## src/rtl/fp_mul_scheduler.sv

```systemverilog
// Round-robin sequencer for a shared combinational FP32 multiplier with a fixed settle window.
// Optional macro FP_MUL_ZERO_BYPASS_EN: zero operands skip the settle window.
module fp_mul_scheduler #(
  parameter int unsigned SETTLE_CYCLES = 2
) (
  input  logic        i_clk,
  input  logic        i_rst_n,
  input  logic        i_req0_valid,
  output logic        o_req0_ready,
  input  logic [31:0] i_req0_a,
  input  logic [31:0] i_req0_b,
  input  logic        i_req1_valid,
  output logic        o_req1_ready,
  input  logic [31:0] i_req1_a,
  input  logic [31:0] i_req1_b,
  output logic [31:0] o_mul_number1,
  output logic [31:0] o_mul_number2,
  input  logic        i_mul_sign,
  input  logic [7:0]  i_mul_exponent,
  input  logic [22:0] i_mul_mantissa,
  output logic        o_rsp_valid,
  input  logic        i_rsp_ready,
  output logic        o_rsp_id,
  output logic [31:0] o_rsp_result,
  output logic        o_busy
);

  typedef enum logic [1:0] {ST_IDLE, ST_SETTLE, ST_RESP} state_t;

  localparam logic [3:0] CNT_INIT = 4'(SETTLE_CYCLES - 1);

  state_t      r_state;
  state_t      w_state_next;
  logic        r_last_grant;
  logic [3:0]  r_cnt;
  logic [31:0] r_mul_number1;
  logic [31:0] r_mul_number2;
  logic [31:0] r_rsp_result;
  logic        r_rsp_id;

  logic        w_any_valid;
  logic        w_grant;
  logic        w_accept;
  logic        w_zero;
  logic [31:0] w_sel_a;
  logic [31:0] w_sel_b;

  // Contention goes to whichever requester did not win last time.
  always_comb begin
    w_grant = i_req1_valid;
    if (i_req0_valid && i_req1_valid) begin
      w_grant = ~r_last_grant;
    end
  end

  assign w_any_valid  = i_req0_valid | i_req1_valid;
  assign w_accept     = i_rst_n && (r_state == ST_IDLE) && w_any_valid;
  assign o_req0_ready = w_accept && !w_grant;
  assign o_req1_ready = w_accept && w_grant;
  assign w_sel_a      = w_grant ? i_req1_a : i_req0_a;
  assign w_sel_b      = w_grant ? i_req1_b : i_req0_b;

`ifdef FP_MUL_ZERO_BYPASS_EN
  assign w_zero = (w_sel_a[30:0] == 31'd0) || (w_sel_b[30:0] == 31'd0);
`else
  assign w_zero = 1'b0;
`endif

  always_comb begin
    w_state_next = r_state;
    case (r_state)
      ST_IDLE:   if (w_accept) w_state_next = w_zero ? ST_RESP : ST_SETTLE;
      ST_SETTLE: if (r_cnt == 4'd0) w_state_next = ST_RESP;
      ST_RESP:   if (i_rsp_ready) w_state_next = ST_IDLE;
      default:   w_state_next = ST_IDLE;
    endcase
  end

  always_ff @(posedge i_clk or negedge i_rst_n) begin
    if (!i_rst_n) begin
      r_state <= ST_IDLE;
    end else begin
      r_state <= w_state_next;
    end
  end

  always_ff @(posedge i_clk or negedge i_rst_n) begin
    if (!i_rst_n) begin
      r_last_grant  <= 1'b1;
      r_cnt         <= 4'd0;
      r_mul_number1 <= 32'd0;
      r_mul_number2 <= 32'd0;
      r_rsp_result  <= 32'd0;
      r_rsp_id      <= 1'b0;
    end else begin
      case (r_state)
        ST_IDLE: begin
          if (w_accept) begin
            r_mul_number1 <= w_sel_a;
            r_mul_number2 <= w_sel_b;
            r_rsp_id      <= w_grant;
            r_last_grant  <= w_grant;
            r_cnt         <= CNT_INIT;
            if (w_zero) begin
              r_rsp_result <= {w_sel_a[31] ^ w_sel_b[31], 31'd0};
            end
          end
        end
        ST_SETTLE: begin
          // Operands have been stable for the full window when the count reaches zero.
          if (r_cnt == 4'd0) begin
            r_rsp_result <= {i_mul_sign, i_mul_exponent, i_mul_mantissa};
          end else begin
            r_cnt <= r_cnt - 4'd1;
          end
        end
        default: ;
      endcase
    end
  end

  assign o_mul_number1 = r_mul_number1;
  assign o_mul_number2 = r_mul_number2;
  assign o_rsp_result  = r_rsp_result;
  assign o_rsp_id      = r_rsp_id;
  assign o_rsp_valid   = (r_state == ST_RESP);
  assign o_busy        = (r_state != ST_IDLE);

endmodule

```

## config.mk

```make
export PLATFORM = sky130hd
export DESIGN_NAME = fp_mul_scheduler
export DESIGN_NICKNAME = d
export VERILOG_FILES = /design/src/rtl/fp_mul_scheduler.sv
export SDC_FILE = /design/constraint.sdc
export NUM_CORES = 1
export LEC_CHECK = 0
export ABC_AREA = 1
export CAP_MARGIN = 30
export CORE_ASPECT_RATIO = 0.5
export CORE_MARGIN = 4
export CORE_UTILIZATION = 43
export CTS_CLUSTER_SIZE = 20
export DETAILED_ROUTE_END_ITERATION = 7
export PLACE_DENSITY = 0.84
export SYNTH_ARGS = -nofsm -noshare
export SYNTH_HDL_FRONTEND = slang
export SYNTH_SLANG_ARGS = --single-unit
```

## constraint.sdc

```tcl
create_clock -name i_clk -period 2.2 [get_ports i_clk]
set_clock_uncertainty 0.05 [all_clocks]
set_input_delay 0.22 -clock i_clk [delete_from_list [all_inputs] [get_ports i_clk]]
set_output_delay 0.22 -clock i_clk [all_outputs]
set_load 0.02 [all_outputs]
```

==> flow_summary_export.csv, run 1 <==
group,metric,value,unit
worst_setup_path,cp.required,1.93,ns
hold_path,hold_path.class,"in2reg",
worst_setup_path,r2r_setup_slack,0.63,ns
timing,timing.final.hold_violations,0,
placement,dp_hpwl,11400,um
timing,rsz0062_at_grt,"false",
timing,whs,0.367,ns
clocking,cts_resized,0,
clocking,cts_root_buffer,"clkbuf_16",
synthesis,syn_avg_cell_area,7.54,um2
timing,tns,0,ns
synthesis,synth.distinct_cells,23,
detailed_routing,via_per_inst,4.62,
floorplanning,start_util,45.1,%
placement,dp.cells,1064,
floorplanning,die_w,162,um
timing,maxSlewViolCount,0,
global_routing,antenna_found_initial,0,
synthesis,syn-num-nets,841,
clocking,cts_tree,"yes",
floorplanning,core,11200,um2
clocking,cts_inserted_buffers,9,
global_routing,grt_pass1_wl,23900,um
placement,port_buffers,265,
synthesis,synthesis.area,5080,um2
detailed_routing,ant_nets,0,
placement,post-place-ws,0.242,ns
layout,nets,1084,
detailed_routing,post_drt_wl_per_cell,14.0,um
global_routing,grt_pass1_vias,4836,
timing,slew_headroom,63.5,%
placement,gp_congestion,0.797,
clocking,htree_num_levels,3,
detailed_routing,drt_iter0_drc,304,
layout,area_growth,60.2,%
clocking,cts_sinks,104,
global_routing,gr-total-overflow,0,
timing,finalWorstSetupSlack,0.0709,ns
global_routing,grt_usage,21.7,%
pwr,max-vdd-ir-drop,0.579,mV
timing,worstMarginPinSlew,0.547,ns
pwr,power_leakage,4.06,nW
floorplanning,pin_count,266,
worst_setup_path,critPathArrivalTime,1.86,ns
floorplanning,rows,27,
floorplanning,die_height,84.8,um
clocking,cts.hold.buffers_added,1,
worst_setup_path,worst-path-max-fanout,4,
placement,placed_area,7810,um2
layout,final-instance-count-excl-fill,1081,
floorplanning,dieArea,13700,um2
global_routing,grt_start_max_net_pins,138,
timing,fin_crit,2.13,ns
worst_setup_path,crit_type,"reg2out",
detailed_routing,firstDrtPassIters,4,
layout,diodes,0,
flow_run,drv_cap,0,
clocking,clk_pin_slew,0.07,ns
worst_setup_path,cp-end-kind,"primary output",
detailed_routing,wl,15200,um
worst_setup_path,cp-start-kind,"register",
timing,setup_viol,0,
detailed_routing,via_count,4992,
hold_path,worstHoldPathCells,3,
detailed_routing,drc,0,
synthesis,seq_area_frac_synth,51.3,%
synthesis,ys_warn_count,0,
clocking,clk_latency,0.34,ns
layout,fillers,904,
worst_setup_path,r2r_cells,7,
clocking,cts_setup_buffers,0,
synthesis,synth_cells,674,
timing,fin_crit_sh,96.8,%
layout,final_area,8140,um2
clocking,clockBufferDepth,2,
timing,max_freq,0.470,GHz
layout,final_layout_size_suffix_gt1_share,4.01,%
pwr,p_per_area,1260,nW/um2
status,status,"complete, no violations",
synthesis,synth_seq_cells,104,
## layout make-up
class                      count  area, um2  area share [%]
clock buffer                  10        239            2.94
clock inverter                 6       75.1           0.923
inverter                     102        383            4.71
multi-input combinational    425       1880            23.1
sequential                   104       2600            32.0
tap                          159        199            2.45
timing repair buffer         275       2760            33.9
## Yosys cell counts, drive strengths merged
master | count | area, um2
a21oi | 1 | 8.76
buf | 36 | 206
clkbuf | 7 | 28.8
dfrtp | 103 | 2580
dfstp | 1 | 26.3
ha | 2 | 25.0
inv | 102 | 383
nand2 | 241 | 905
nand3 | 69 | 345
nand4 | 1 | 6.26
nor2 | 10 | 40.0
o211ai | 1 | 12.5
o21ai | 98 | 498
o31ai | 1 | 7.51
xnor2 | 1 | 8.76
## through the flow
| stage | total power [mW] | util (%) |
|---|---|---|
| 2_1_floorplan | 6.05 | - |
| 3_3_place_gp | 8.47 | 69.4 |
| 3_5_place_dp | 8.62 | 69.4 |
| 4_1_cts | 10.3 | 72.3 |
| 5_1_grt | 10.9 | 72.3 |
| 6_report | 10.2 | 72.3 |
## registers in the layout (all words and copies together) (netlist names)
signal / count
o_mul_number1: 32
o_mul_number2: 32
o_rsp_id: 1
o_rsp_result: 32
r_cnt: 4
r_last_grant: 1
r_state: 2
## layout by cell type, fill, tap and decap left out, drive strengths merged, types with 2 or more instances in the layout
cell / Yosys / layout
buf: 36 / 11
clkbuf: 7 / 10
clkdlybuf4s50: 0 / 263
clkinv: 0 / 2
dfrtp: 103 / 103
ha: 2 / 2
inv: 102 / 104
nand2: 241 / 241
nand3: 69 / 69
nor2: 10 / 10
o21ai: 98 / 98
## layer usage
metal | GRT usage (%) | vias up | wire (um)
met2 | 41.6 | 147 | 7970
met4 | 5.68 | 0 | 280
met5 | 0 | - | 0
li1 | - | 2559 | -
met1 | 24.3 | 2266 | 5940
met3 | 5.29 | 20 | 976
## power breakdown
part	internal [mW]	leakage, nW	switching, mW	total [mW]
logic	2.38	2.61	2.90	5.28
registers	2.81	1.30	0.487	3.30
clock network	0.930	0.151	0.720	1.65
total	6.12	4.06	4.11	10.2
## logic make-up (layout without fill, tap and decap cells)
kind of cell,Yosys count,count (layout),synth area share (%)
xor gates and xnor gates,1,1,0.172
and+or+nand+nor,321,321,25.5
adders and majority gates,2,2,0.493
buffers and inverters,145,393,12.2
DFF,104,104,51.3
AOI/OAI and AO/OA,101,101,10.4
## worst max-delay path, cell delays in order, from the launching register on
cell,delay [ns]
dfrtp_1,0.42
nor2_2,0.20
o211ai_4,0.12
a21oi_2,0.14
clkdlybuf4s50_1,0.63
## final timing paths
| path | startpoint | to |
|---|---|---|
| max | r_state[0]$_DFFE_PN0P_ | o_req0_ready |
| min | i_mul_mantissa[21] | o_rsp_result[21]$_DFFE_PN0P_ |
| max reg2reg | r_last_grant$_DFFE_PN1P_ | o_mul_number1[9]$_DFFE_PN0P_ |
| min reg2reg | o_mul_number1[23]$_DFFE_PN0P_ | o_mul_number1[23]$_DFFE_PN0P_ |
| max in group asynchronous | i_rst_n | r_last_grant$_DFFE_PN1P_ |
| min in group asynchronous | i_rst_n | o_rsp_result[26]$_DFFE_PN0P_ |
(Power assumes the default switching activity.)
==> inputs of run 2 (changes only) <==
--- a/config.mk
+++ b/config.mk
@@ -9,10 +9,10 @@
 export CAP_MARGIN = 30
 export CORE_ASPECT_RATIO = 0.5
 export CORE_MARGIN = 4
-export CORE_UTILIZATION = 43
+export CORE_UTILIZATION = 40
 export CTS_CLUSTER_SIZE = 20
 export DETAILED_ROUTE_END_ITERATION = 7
-export PLACE_DENSITY = 0.84
+export PLACE_DENSITY = 0.79
 export SYNTH_ARGS = -nofsm -noshare
 export SYNTH_HDL_FRONTEND = slang
 export SYNTH_SLANG_ARGS = --single-unit
==> constraint.sdc (replaced) <==
create_clock -name i_clk -period 2.26 [get_ports i_clk]
set_clock_uncertainty 0.05 [all_clocks]
set_input_delay 0.226 -clock i_clk [delete_from_list [all_inputs] [get_ports i_clk]]
set_output_delay 0.226 -clock i_clk [all_outputs]
set_load 0.02 [all_outputs]
==> run 2 against run 1 <==
Net effect:
- register-to-register slack about the same
- hold slack worse by 0.13 ns
- design area up 0.17%
- global-route usage down 1.8 points
- via count down 0.26%
- critical path depth up 1
- non-clock buffer count up 1
- critical path type is now in2out
==> flow_summary_export.csv, run 2 (synthesis results as in run 1) <==
group,metric,value,unit
placement,port_buffers,265,
clocking,clockBufferDepth,2,
global_routing,grt_pass1_wl,23400,um
clocking,clk_pin_slew,0.07,ns
pwr,power.internal,6.05,mW
floorplanning,pin_count,266,
floorplanning,die_w,167,um
detailed_routing,drc,0,
timing,max_freq,0.468,GHz
worst_setup_path,cp-start-kind,"primary input",
timing,tns,0,ns
global_routing,antenna_found_initial,0,
layout,area_growth,60.5,%
global_routing,grt_start_max_net_pins,138,
timing,rsz0062_at_grt,"false",
pwr,sequentialPowerShare,32.2,%
detailed_routing,via_count,4979,
pwr,pwr-share-clk,16.7,%
pwr,p_per_area,1220,nW/um2
layout,final_util,67.2,%
worst_setup_path,critPathBufInv,3,
layout,fillers,989,
clocking,cts_setup_buffers,0,
layout,nets,1085,
worst_setup_path,cp.required,1.98,ns
worst_setup_path,worst-path-max-fanout,14,
pwr,p_sw_share,39.3,%
clocking,cts_inserted_buffers,9,
floorplanning,rows,28,
flow_run,drv_cap,0,
pwr,power_leakage,4.08,nW
timing,slew_headroom,56.7,%
worst_setup_path,cp-end-kind,"primary output",
worst_setup_path,max_stage_delay,0.63,ns
detailed_routing,post_drt_wl_per_cell,13.6,um
pwr,switching_power,3.92,mW
floorplanning,start_util,41.9,%
timing,maxSlewViolCount,0,
worst_setup_path,critPathSlowestCell,"clkdlybuf4s50_1",
layout,diodes,0,
status,status,"complete, no violations",
timing,timing.final.hold_violations,0,
detailed_routing,firstDrtPassIters,4,
clocking,cts_root_buffer,"clkbuf_16",
timing,fin_crit_sh,94.6,%
worst_setup_path,critPathArrivalTime,1.86,ns
detailed_routing,drt_iter0_drc,260,
placement,gp_congestion,0.799,
timing,worstMarginPinSlew,0.650,ns
worst_setup_path,crit_chain,"dlygate4sd3_1 > buf_4 > o211ai_4 > nor2_1 > clkdlybuf4s50_1",
clocking,clk_latency,0.34,ns
detailed_routing,ant_nets,0,
worst_setup_path,crit_type,"in2out",
pwr,comb_power_share,51.1,%
worst_setup_path,r2r_setup_slack,0.62,ns
timing,fin_crit,2.14,ns
clocking,htree_num_levels,3,
timing,setup_viol,0,
detailed_routing,wl,14800,um
detailed_routing,via_per_inst,4.58,
clocking,cts_tree,"yes",
layout,mostFrequentLayoutCells,"262 x clkdlybuf4s50_1, 239 x nand2_1, 103 x dfrtp_1",
layout,final_layout_size_suffix_gt1_share,4.01,%
global_routing,grt_usage,19.9,%
global_routing,gr-total-overflow,0,
clocking,cts_sinks,104,
pwr,max-vdd-ir-drop,0.575,mV
hold_path,hold_path.class,"in2async",
floorplanning,core,12100,um2
placement,dp_hpwl,11100,um
layout,layout_commonest_cell,"clkdlybuf4s50_1",
global_routing,grt_pass1_vias,4747,
floorplanning,die_height,87.7,um
worst_setup_path,path_delay_family,"buffers and inverters",
floorplanning,dieArea,14700,um2
-- run 2: final timing paths --
check,end,depth (start not counted),startpoint
worst max-delay path,o_req1_ready,5,i_rst_n
worst min-delay path,o_mul_number1[15]$_DFFE_PN0P_,2,i_rst_n
worst max register to register,o_mul_number1[16]$_DFFE_PN0P_,7,r_last_grant$_DFFE_PN1P_
worst min register to register,o_rsp_id$_DFFE_PN0P_,2,o_rsp_id$_DFFE_PN0P_
max in group asynchronous,o_mul_number2[6]$_DFFE_PN0P_,3,i_rst_n
min in group i_clk,o_rsp_result[31]$_DFFE_PN0P_,3,i_mul_sign
-- run 2: worst reg2reg max path: cells and delay by family, from the launching register on --
family	cells	cell delay [ns]
flops	1	0.54
buf+inv	2	0.44
simple gates	4	0.35
compound gates	1	0.18
-- run 2: area by class of cell --
| class | instances | area [um2] | area share [%] |
|---|---|---|---|
| repair buffers | 276 | 2760 | 33.8 |
| flip-flops and latches | 104 | 2600 | 32.0 |
| multi-input cells | 425 | 1880 | 23.0 |
| inverters | 102 | 383 | 4.70 |
| clock buffers | 11 | 243 | 2.98 |
| well taps | 165 | 206 | 2.53 |
| clock inverters | 5 | 80.1 | 0.983 |
-- run 2: power groups by stage --
stage          clock (mW)  sequential, mW  combinational, mW
2_1_floorplan           0            4.20               1.69
3_3_place_gp            0            3.20               5.07
3_5_place_dp            0            3.23               5.15
4_1_cts              1.71            3.21               5.17
5_1_grt              1.78            3.33               5.55
6_report             1.66            3.21               5.10
-- run 2: repair_timing --
| item | CTS | global route |
|---|---|---|
| endpoints found under the hold margin | 11 | 0 |
| hold buffers | 1 | 0 |
| resized for setup | 0 | 1 |
| endpoints found under the setup margin | 0 | 1 |
-- run 2: layer usage --
layer / track usage, % / wire, um
met1: 23.0 / 6050
met2: 36.8 / 7630
met3: 4.82 / 822
met4: 6.92 / 334
met5: 0 / 0
-- run 2: through the flow --
step                      setup slack (ns)  power (mW)  instance area, um2  hold slack [ns]  cells
after global placement               0.329        8.27                7810           0.0395   1071
after floorplan                      0.648        5.89                5080           -0.120    674
after global routing                0.0516        10.7                8150            0.243   1088
final                                0.123        9.97                8150            0.237   1088
after CTS                           0.0368        10.1                8150            0.212   1088
after detailed placement             0.263        8.38                7810           0.0429   1071
==> inputs of run 3 (changes only) <==
--- a/config.mk
+++ b/config.mk
@@ -12,6 +12,7 @@
 export CORE_UTILIZATION = 40
 export CTS_CLUSTER_SIZE = 20
 export DETAILED_ROUTE_END_ITERATION = 7
+export GPL_TIMING_DRIVEN = 0
 export PLACE_DENSITY = 0.79
 export SYNTH_ARGS = -nofsm -noshare
 export SYNTH_HDL_FRONTEND = slang
==> run 3 against run 2 <==
Net effect:
- die area unchanged
- clock-buffer cell count did not move
- global-route usage up 1.8 points
- total power increased by 0.31%
- largest cell class unchanged
- largest power group unchanged
==> flow_summary_export.csv, run 3 (synthesis results as in run 1) <==
group,metric,value,unit
clocking,cts_root_buffer,"clkbuf_16",
timing,slew_headroom,63.2,%
flow_run,drv_cap,0,
clocking,cts_tree,"yes",
worst_setup_path,path_delay_family,"buffers and inverters",
layout,final_util,68.4,%
detailed_routing,wl,16100,um
worst_setup_path,worst-path-max-fanout,10,
timing,rsz0062_at_grt,"false",
layout,fillers,1013,
worst_setup_path,max_stage_delay,0.53,ns
layout,mostFrequentLayoutCells,"262 x clkdlybuf4s50_1, 241 x nand2_1, 103 x dfrtp_1",
detailed_routing,ant_nets,0,
detailed_routing,via_per_inst,4.67,
placement,port_buffers,265,
clocking,clk_latency,0.34,ns
worst_setup_path,critPathSlowestCell,"dfstp_2",
worst_setup_path,cp-start-kind,"register",
timing,setup_viol,0,
timing,fin_crit_sh,94.7,%
hold_path,hold_path.class,"in2reg",
pwr,totalPowerFinal,10.0,mW
worst_setup_path,cp.required,1.98,ns
floorplanning,core,12100,um2
timing,timing.final.hold_violations,0,
timing,max_freq,0.467,GHz
pwr,power.internal,5.93,mW
global_routing,grt_start_max_net_pins,61,
pwr,max-vdd-ir-drop,0.572,mV
detailed_routing,drt_iter0_drc,314,
global_routing,grt_pass1_vias,5164,
pwr,comb_power_share,53.0,%
timing,worstMarginPinSlew,0.552,ns
worst_setup_path,critPathBufInv,3,
clocking,htree_num_levels,3,
pwr,p_per_area,1210,nW/um2
timing,fin_crit,2.14,ns
layout,layout_commonest_cell,"clkdlybuf4s50_1",
layout,final_layout_size_suffix_gt1_share,6.68,%
worst_setup_path,critPathArrivalTime,1.86,ns
detailed_routing,drc,0,
global_routing,grt_pass1_wl,25500,um
floorplanning,die_w,167,um
floorplanning,pin_count,266,
detailed_routing,firstDrtPassIters,4,
global_routing,grt_usage,21.7,%
pwr,power_leakage,4.15,nW
layout,nets,1120,
status,status,"complete, no violations",
worst_setup_path,cp-end-kind,"primary output",
layout,area_growth,63.2,%
global_routing,gr-total-overflow,0,
clocking,clk_pin_slew,0.07,ns
placement,dp_hpwl,12600,um
detailed_routing,via_count,5247,
placement,gp_congestion,0.883,
layout,diodes,0,
floorplanning,rows,28,
pwr,pwr-share-clk,14.8,%
floorplanning,die_height,87.7,um
timing,maxSlewViolCount,0,
clocking,cts_inserted_buffers,9,
floorplanning,dieArea,14700,um2
global_routing,antenna_found_initial,0,
pwr,sequentialPowerShare,32.1,%
pwr,switching_power,4.08,mW
floorplanning,start_util,41.9,%
pwr,p_sw_share,40.8,%
clocking,cts_setup_buffers,0,
clocking,cts_sinks,104,
worst_setup_path,crit_type,"reg2out",
detailed_routing,post_drt_wl_per_cell,14.4,um
worst_setup_path,crit_chain,"nand2_1 > nand2_1 > buf_4 > buf_4 > nor2_1 > clkdlybuf4s15_2",
clocking,clockBufferDepth,2,
## run 3: cell types whose count changed in the layout (fill, tap and decap cells not counted), moves of 2 or more
cell       before  now
nand2_2         2    0
clkbuf_2        0    2
buf_6           0    3
bufinv_16       2    0
nand2_1       239  241
inv_6           0    3
clkbuf_1        1    6
buf_2           1   28
buf_4           9    6
## run 3: final cells by class
type                    instances  area, um2  share of cell area [%]
flip-flops and latches        104       2600                    31.4
clock inverters                 5       38.8                   0.468
repair buffers                268       2700                    32.6
plain buffers                  43        239                    2.88
clock buffers                  11        243                    2.93
inverters                     102        383                    4.62
well taps                     165        206                    2.49
multi-input cells             425       1870                    22.6
## run 3: layer usage
layer  share of wire (%)  up-vias  track usage, %  routed length [um]
met3                 5.3       27            4.64                 863
met5                   0        -               0                   0
met4                 2.7        0            8.10                 439
met1                  41     2440            25.5                6620
li1                    -     2631               -                   -
met2                  51      149            40.0                8220
## run 3: power by group through the flow
stage               Clock (mW)  Combinational [mW]  Sequential, mW
floorplan                    0                1.69            4.20
CTS                       1.52                5.36            3.21
detailed placement           0                5.33            3.23
global route              1.59                5.77            3.33
global placement             0                5.22            3.20
finish                    1.48                5.30            3.21
## run 3: final timing paths
path	start	endpoint	slack, ns	depth (start not counted)
min reg2reg	o_mul_number1[8]$_DFFE_PN0P_	o_mul_number1[8]$_DFFE_PN0P_	0.43	2
max	r_last_grant$_DFFE_PN1P_	o_req1_ready	0.12	6
max reg2reg	r_cnt[0]$_DFFE_PN0P_	o_rsp_result[28]$_DFFE_PN0P_	0.59	5
max in group asynchronous	i_rst_n	o_rsp_result[26]$_DFFE_PN0P_	1.45	3
min in group asynchronous	i_rst_n	r_last_grant$_DFFE_PN1P_	0.39	2
min	i_mul_mantissa[21]	o_rsp_result[21]$_DFFE_PN0P_	0.37	3
## run 3: timing repair
action                     in CTS  in global routing
hold endpoints to repair       43                  0
setup endpoints to repair       2                  2
gates resized for setup         8                  2
hold buffers                    2                  0
## run 3: metrics by stage
step	instance area (um2)	hold WS, ns	setup TNS, ns	setup slack (ns)	instances
5_1_grt	8290	0.370	0	0.0134	1123
3_3_place_gp	7940	0.416	-586.68	-4.35	1104
3_5_place_dp	7960	0.224	-0.536	-0.279	1105
6_report	8290	0.368	0	0.120	1123
2_1_floorplan	5080	-0.120	0	0.648	674
4_1_cts	8290	0.361	0	0.0489	1123
## run 3: worst register-to-register path, stage by stage (launching register included)
cell      delay [ns]
dfrtp_1         0.39
inv_1           0.09
ha_1            0.22
nand3_1         0.14
clkbuf_1        0.46
o21ai_0         0.18
